### src/rtl/bldc_sequencer.sv
// bldc_sequencer: run-time align/ramp/run/brake/fault sequencer for the sine-PWM BLDC driver.
// Define STALL_DETECT_EN to build the feedback-based stall detector.
module bldc_sequencer #(
  parameter int ALIGN_CYCLES  = 1000000,
  parameter int ALIGN_VEL     = 20,
  parameter int RAMP_DIV      = 1000,
  parameter int STALL_CYCLES  = 5000000,
  parameter int STALL_MIN_VEL = 16
) (
  input  logic               clk,
  input  logic               rst_n,
  input  logic               cmd_start,
  input  logic               cmd_stop,
  input  logic               fault_clr,
  input  logic               fault_in,
  input  logic signed [15:0] target_vel,
  input  logic signed [7:0]  offset_cfg,
  input  logic [7:0]         torque_cfg,
  input  logic [15:0]        feedback,
  output logic               drv_enable,
  output logic signed [15:0] vel_out,
  output logic signed [7:0]  offset_out,
  output logic [7:0]         torque_out,
  output logic [2:0]         state,
  output logic               fault,
  output logic               stall
);
  typedef enum logic [2:0] {
    IDLE  = 3'd0,
    ALIGN = 3'd1,
    RAMP  = 3'd2,
    RUN   = 3'd3,
    BRAKE = 3'd4,
    FAULT = 3'd5
  } state_t;

  localparam int AV_C = ALIGN_VEL > 32767 ? 32767 : ALIGN_VEL;
  localparam logic signed [15:0] AV = 16'(AV_C);
  localparam logic [31:0] ALIGN_RLD = 32'(ALIGN_CYCLES - 1);
  localparam logic [31:0] RAMP_RLD  = 32'(RAMP_DIV - 1);

  state_t             state_q, state_d;
  logic [31:0]        cnt_q, cnt_d;
  logic signed [15:0] vel_q, vel_d, goal, vel_step;
  logic               drv_q, drv_d, fault_q, fault_d, stall_q, stall_d;
  logic [7:0]         torque_q, torque_d;
  logic signed [7:0]  offset_q, offset_d;
  logic               step, stall_hit;

`ifdef STALL_DETECT_EN
  logic [15:0] fb_q, fb_d, abs_v;
  logic [31:0] sc_q, sc_d;
  logic        armed;
  assign abs_v     = vel_q[15] ? 16'(-vel_q) : 16'(vel_q);
  assign armed     = (state_q == RAMP || state_q == RUN) && abs_v >= 16'(STALL_MIN_VEL) && feedback == fb_q;
  assign stall_hit = armed && sc_q == 32'(STALL_CYCLES - 1);
  always_comb begin
    fb_d = feedback;
    sc_d = (state_d != state_q || !armed) ? '0 : sc_q + 32'd1;
  end
  always_ff @(posedge clk or negedge rst_n)
    if (!rst_n) begin
      fb_q <= '0;
      sc_q <= '0;
    end else begin
      fb_q <= fb_d;
      sc_q <= sc_d;
    end
`else
  logic unused_fb;
  assign unused_fb = ^feedback;
  assign stall_hit = 1'b0;
`endif

  always_comb begin
    step     = (state_q == RAMP || state_q == RUN || state_q == BRAKE) && cnt_q == '0;
    goal     = state_q == BRAKE ? 16'sd0 : target_vel;
    vel_step = !step ? vel_q : vel_q < goal ? vel_q + 16'sd1 : vel_q > goal ? vel_q - 16'sd1 : vel_q;
    state_d  = state_q;
    fault_d  = fault_q;
    stall_d  = stall_q;
    if (fault_in || stall_hit) begin
      state_d = FAULT;
      fault_d = 1'b1;
      stall_d = stall_q | stall_hit;
    end else begin
      case (state_q)
        IDLE:    state_d = (cmd_start && !cmd_stop && target_vel != 16'sd0) ? ALIGN : IDLE;
        ALIGN:   state_d = cmd_stop ? BRAKE : cnt_q != '0 ? ALIGN : vel_q == target_vel ? RUN : RAMP;
        RAMP:    state_d = cmd_stop ? BRAKE : vel_step == target_vel ? RUN : RAMP;
        RUN:     state_d = cmd_stop ? BRAKE : RUN;
        BRAKE:   state_d = vel_q == 16'sd0 ? IDLE : BRAKE;
        FAULT:   begin
          state_d = fault_clr ? IDLE : FAULT;
          fault_d = !fault_clr;
          stall_d = stall_q && !fault_clr;
        end
        default: state_d = IDLE;
      endcase
    end
    // prescaler reloads on entry so the first step lands RAMP_DIV cycles in
    cnt_d    = (state_d == IDLE || state_d == FAULT) ? '0 :
               state_d != state_q ? (state_d == ALIGN ? ALIGN_RLD : RAMP_RLD) :
               cnt_q == '0 ? RAMP_RLD : cnt_q - 32'd1;
    drv_d    = state_d inside {ALIGN, RAMP, RUN, BRAKE};
    vel_d    = (state_d == IDLE || state_d == FAULT) ? 16'sd0 :
               state_d == ALIGN ? (target_vel > 16'sd0 ? AV : -AV) : vel_step;
    torque_d = state_d inside {RAMP, RUN} ? torque_cfg : state_d == BRAKE ? torque_q : 8'd0;
    offset_d = offset_cfg;
  end

  always_ff @(posedge clk or negedge rst_n)
    if (!rst_n) begin
      state_q  <= IDLE;
      cnt_q    <= '0;
      vel_q    <= '0;
      drv_q    <= 1'b0;
      fault_q  <= 1'b0;
      stall_q  <= 1'b0;
      torque_q <= '0;
      offset_q <= '0;
    end else begin
      state_q  <= state_d;
      cnt_q    <= cnt_d;
      vel_q    <= vel_d;
      drv_q    <= drv_d;
      fault_q  <= fault_d;
      stall_q  <= stall_d;
      torque_q <= torque_d;
      offset_q <= offset_d;
    end

  assign state      = state_q;
  assign drv_enable = drv_q;
  assign vel_out    = vel_q;
  assign torque_out = torque_q;
  assign offset_out = offset_q;
  assign fault      = fault_q;
  assign stall      = stall_q;
endmodule

### config.mk
export PLATFORM = sky130hd
export DESIGN_NAME = bldc_sequencer
export DESIGN_NICKNAME = d
export VERILOG_FILES = /design/src/rtl/bldc_sequencer.sv
export SDC_FILE = /design/constraint.sdc
export NUM_CORES = 1
export LEC_CHECK = 0
export BUFFER_PORTS_ARGS = -buffer_cell sky130_fd_sc_hd__buf_2
export CELL_PAD_IN_SITES_DETAIL_PLACEMENT = 1
export CELL_PAD_IN_SITES_GLOBAL_PLACEMENT = 1
export CORE_ASPECT_RATIO = 1.2
export CORE_MARGIN = 2
export CORE_UTILIZATION = 42
export CTS_CLUSTER_DIAMETER = 40
export DETAILED_ROUTE_END_ITERATION = 10
export GPL_ROUTABILITY_DRIVEN = 0
export PLACE_DENSITY_LB_ADDON = 0.15
export SETUP_SLACK_MARGIN = 0.2
export SYNTH_ARGS = -nofsm -noshare
export SYNTH_HDL_FRONTEND = slang
export SYNTH_SLANG_ARGS = --single-unit
### constraint.sdc
create_clock -name clk -period 6.25 [get_ports clk]
set_clock_uncertainty 0.15 [all_clocks]
set_input_delay 0.625 -clock clk [delete_from_list [all_inputs] [get_ports clk]]
set_output_delay 0.625 -clock clk [all_outputs]
set_load 0.01 [all_outputs]
Word-level counts from Yosys, hierarchy flattened
Cells that the tools add are included.

cells by class
  magnitude comparators = 3
  $add $sub $neg = 3
  bitwise logic cells = 1
  mux-type cells = 26
  equality and inequality tests = 14
  reduce and logical (&&, ||, !) cells = 19

operators with widths
  cell                                                 number
  2-to-1 mux 16 bit                                    7
  2-to-1 mux 32 bit                                    3
  == test 16 bit                                       2
  zero test 32 bit                                     1
  nonzero test 32 bit                                  1
  subtractor 32 x 1 -> 32 bit, second input constant   1
  2-to-1 mux 20 bit                                    1
  2-to-1 mux 3 bit                                     6
  case mux 3 bit (6 select lines)                      1
  adder 16 x 2 -> 16 bit, second input constant        1
  > comparator 16 x 1 -> 1 bit, second input constant  1
  > comparator 16 bit                                  1
  zero test 16 bit                                     1
  less-than comparator 16 bit                          1
  2-to-1 mux 8 bit                                     2
  nonzero test 16 bit                                  1
  subtractor 16 x 2 -> 16 bit, second input constant   1
  == test 3 x 2 -> 1 bit, second input constant        4
  == test 3 bit, second input constant                 4
  == test 3 x 1 -> 1 bit, second input constant        2
  zero test 3 bit                                      2
  2-to-1 mux 1 bit                                     5
  logical AND 1 bit                                    4
  nonzero test 2 bit                                   2
  8 further kinds                                      11

storage, ports and cells
  register bits after elaboration = 70
  logic and storage cells = 74
  output and inout bits = 38
  bits of input ports = 54

Longest topological paths before layout
  depth in word-level cells = 15
  depth in mapped cells = 19
  gate-level depth less buffers = 15

Worst setup path before layout
No wires, ideal clock.

  path kind = reg2reg
  start point = register state_q[1] (netlist: state[1])
  end point = register cnt_q[17]
  clock period less this slack = 4.605 ns
  arrival time = 4.320 ns
  path buffers = 3
  setup slack = 1.645 ns
  library setup time = 0.135 ns
  stages on the path, launching flop included = 19
  required time = 5.965 ns
  cells stage by stage = dfrtp_1 buf_2 nor2_1 nand2_1 clkbuf_1 nand2_1 ha_1 nand4_1 or2_1 a211oi_1 nor4_2 or4_1 a21oi_1 xnor2_1 nand4_1 or4_4 o21ai_4 buf_6 o31ai_1

on the way
  cells in the longest elaborated chain, start to end = 15
  elaborated cells on any way between the ends = 28
  classes of those cells = 2 x order compare; 9 x eq/ne; 11 x mux; 6 x reduce/logical

RTL lines
  what                             line        text
  from (decl)                      42          state_t state_q, state_d;
  from (signal assigned)           123         state_q <= state_d;
  == test 3 bit                    76, 77, 87
  2-to-1 mux 16 bit                77          goal = state_q == BRAKE ? 16'sd0 : target_vel;
  > comparator 16 bit              78          vel_step = !step ? vel_q : vel_q < goal ? vel_q + 16'sd1 : vel_q > goal ? vel_q - 16'sd1 : vel_q;
  2-to-1 mux 16 bit (3 in a row)   78
  == test 16 bit                   90          RAMP: state_d = cmd_stop ? BRAKE : vel_step == target_vel ? RUN : RAMP;
  2-to-1 mux 1 bit                 90
  2-to-1 mux 3 bit                 90
  case mux 3 bit (6 select lines)  87          case (state_q)
  2-to-1 mux 3 bit                 82          if (fault_in || stall_hit) begin
  == test 3 x 1 -> 1 bit           103         state_d != state_q ? (state_d == ALIGN ? ALIGN_RLD : RAMP_RLD) :
  2-to-1 mux 20 bit                103
  2-to-1 mux 32 bit                103
  2-to-1 mux 32 bit *              102         cnt_d = (state_d == IDLE || state_d == FAULT) ? '0 :
  named net cnt_d[17]              43          logic [31:0] cnt_q, cnt_d;
  to (signal assigned)             124         cnt_q <= cnt_d;
  to (decl)                        43

Mark *: on every way through the listed nets, which the timed path passes. The rest lies on a longest branch.
A chain may end at the register's enable or synchronous reset.

Worst setup path in the final report
  start point = register state_q[1] (netlist: state[1])
  end point = register cnt_q[16]

Same word-level chain as after synthesis.

==> reports/qor.csv <==
stage,metric,value,unit
sta,final.setup.tns,0,ps
worst_setup_path,rr_worst_depth,16,
synthesis,synth_seq_area_share,36.52,%
route,drc,0,
layout,finalNonFillerCells,761,
synthesis,synthTopCellsByArea,"dfrtp_1 (37%), xnor2_1 (7.3%), xor2_1 (6.2%)",
sta,period_minus_slack,5550,ps
sta,fin_crit_sh,88.79,%
synthesis,yosysWarnings,0,
route,vias_per_cell,5.950,
sta,rsz0062_at_grt,false,
hold_path,whs_path_depth,1,
worst_setup_path,crit_type,reg -> reg,
worst_setup_path,startpoint_type,flip-flop,
clock_tree,clkSlewWorstSetupHoldPaths,60,ps
layout,layout.nets,677,
placement,hpwl,11.18,mm
hold_path,min_to,offset_out[7]$_DFF_PN0_,
sta,drv_slew,0,
global_route,grt_max_degree,71,
route,num_vias,4528,
synthesis,synth.top_cell.area_share,36.52,%
route,wl,14.85,mm
power,switching_share,42.76,%
synthesis,synthesis.area,4796,um2
synthesis,synth_nets,611,
global_route,grt_pass1_vias,4851,
worst_setup_path,crit_required,6290,ps
synthesis,synth.distinct_cells,60,
die,boundaryPins,92,
synthesis,synth_cells,536,
worst_setup_path,rrSetupSlack,700,ps
synthesis,async_flop_share,100.0,%
route,antenna_left,0,
clock_tree,htree_levels,3,
worst_setup_path,end_kind,flip-flop,
outcome,outcome,"complete, no violations",
route,drt_iter0_drc,181,
die,die_h,121.1,um
clock_tree,cts_num_sinks,70,
global_route,grt_first_pass_wirelength,24.60,mm
layout,final_cell_mix,"buf_2 (75), dfrtp_1 (70), nand2_1 (46)",
power,comb_power_share,46.1,%
global_route,grt.overflow.total,0,
placement,port_buffers,75,
route,wl_per_cell,19.51,um
global_route,grt_use_total,25.63,%
layout,final_common_cell,buf_2,
hold_path,min_from,offset_cfg[7],
die,die-area,12290,um2
clock_tree,insertion_delay,330,ps
die,start_util,43.25,%
worst_setup_path,r2r_end,cnt_q[16]$_DFF_PN0_,
synthesis,ys_ff_latch,70,
worst_setup_path,path_max_fanout,24,
placement,dp_cells,745,
power,p_per_area,370.4,nW/um2
worst_setup_path,cp.arrival,5590,ps
worst_setup_path,r2r-start,state[1]$_DFF_PN0_,
die,chipWidth,101.5,um
die,rows,42,
global_route,antenna_found_initial,0,
power,netSwitchingPower,886.9,uW
clock_tree,cts.root.buffer_cell,clkbuf_16,
clock_tree,cts_tree,yes,
clock_tree,cts_inserted_buffers,9,
layout,areaGrowthSynthToFinish,16.75,%
sta,fmax,180.2,MHz
die,core_region_area,11090,um2
route,drt-pass1-iter-count,4,
sta,worst_pin_slew,930.3,ps
sta,slew_headroom,37.41,%
hold_path,hold_path.class,in -> reg,
synthesis,synth_edf_count,0,
sta,setup_viol,0,
synthesis,syn_avg_cell_area,8.947,um2
run,cap_violations,0,
power,clkPwrFrac,24.3,%
layout,antenna_cells,0,
layout,n_fill_cell,1334,
sta,hold_violations,0,
power,power_leakage,0.002524,uW
synthesis,synth_flop_cell,dfrtp_1,
synthesis,yosys.area.top_type,dfrtp_1,
power,p_seq_share,29.6,%
clock_tree,ctsHoldBuffers,0,
layout,layout-drive-gt1-share,18.62,%
clock_tree,clockBufferDepth,2,
power,ir_drop,0.2562,mV
power,p_int,1187,uW
==> worst max-delay path by stage <==
stage                                   from                   to  slack, ps  cells past startpoint
after floorplan           state[1]$_DFF_PN0_  cnt_q[17]$_DFF_PN0_       1640                     18
after global placement    state[1]$_DFF_PN0_  cnt_q[19]$_DFF_PN0_        710                     16
after detailed placement  state[1]$_DFF_PN0_  cnt_q[16]$_DFF_PN0_        550                     16
after CTS                 state[1]$_DFF_PN0_  cnt_q[16]$_DFF_PN0_        520                     16
after global routing      state[1]$_DFF_PN0_  cnt_q[18]$_DFF_PN0_        480                     16
final                     state[1]$_DFF_PN0_  cnt_q[16]$_DFF_PN0_        700                     16
==> cells in the mapped netlist, types with 6 or more instances <==
cell      instances
and3_1            7
clkbuf_1         19
a32o_1            8
nand2_1          46
o31ai_1           8
a21oi_1          20
nand4_1          13
nor3_1           38
and4_1            6
o21ai_0          22
xnor2_1          40
nand3_1          16
inv_1            10
ha_1             21
nand2b_1          7
xor2_1           34
or4_1             6
dfrtp_1          70
nor4_1           38
nor2_1           34
==> stage by stage <==
step	instance area, um2	total power [uW]	hold slack [ps]	worst slack [ps]	util (%)
floorplan	4796	1302	179.4	1645	-
global placement	5294	1530	317.4	712.4	47.74
detailed placement	5294	1558	326.3	551.2	47.74
CTS	5594	2086	233.6	522.7	50.45
global route	5599	2219	237.9	476.3	50.50
finish	5599	2074	245.7	700.5	50.50
==> final cells by class <==
cell class	instances	area [um2]	area share, %
clock buffers	9	225.2	4.022
clock inverters	7	75.07	1.341
inverters	10	37.54	0.6704
multi-input cells	428	2882	51.46
flip-flops and latches	70	1752	31.28
well taps	154	192.7	3.441
repair buffers	83	435.4	7.777
==> critical path, cell delays in order, from the launching register on <==
cell and delay [ps]:
dfrtp_1 530, nor2_1 150, nand2_1 510, nand2_1 160, ha_1 350, nand4_1 260, or2_1 360, a211oi_1 460
nor4_2 200, or4_1 530, a21oi_1 290, xnor2_1 190, nand4_1 120, or4_4 580, o21ai_4 130, buf_4 280
o31ai_1 130
==> cell families (layout without fill, tap and decap cells) <==
family                     Yosys count  after routing  synth area share [%]
xor gates and xnor gates            74             74                 13.51
buffers and inverters               38            109                 3.496
muxes                                3              3                0.6262
AOI/OAI and AO/OA                   88             88                 12.58
adders and majority gates           21             21                 5.479
and+or+nand+nor                    242            242                 27.78
DFF                                 70             70                 36.52
==> repair_timing <==
item	4_1_cts	5_1_grt
resized for setup	0	1
setup buffers	0	0
setup endpoints to repair	0	19
==> flip-flops by register name, indices dropped and copies added (netlist names) <==
| name | count |
|---|---|
| torque_out | 8 |
| state | 3 |
| offset_out | 8 |
| drv_enable | 1 |
| vel_out | 16 |
| stall | 1 |
| cnt_q | 32 |
| fault | 1 |
==> metal layers <==
layer / global-route usage (%) / share of wire, %
met1: 30.05 / 40
met4: 11.91 / 3.6
met5: 0 / 0
met3: 2.995 / 2.3
met2: 45.89 / 54
==> power groups by stage <==
stage | Sequential [uW] | Combinational, uW | Clock [uW]
after floorplan | 598 | 704 | 0
after global placement | 614 | 916 | 0
after detailed placement | 618 | 940 | 0
after CTS | 612 | 956 | 518
after global routing | 627 | 1060 | 534
final | 613 | 956 | 504
(Power assumes the default switching activity.)
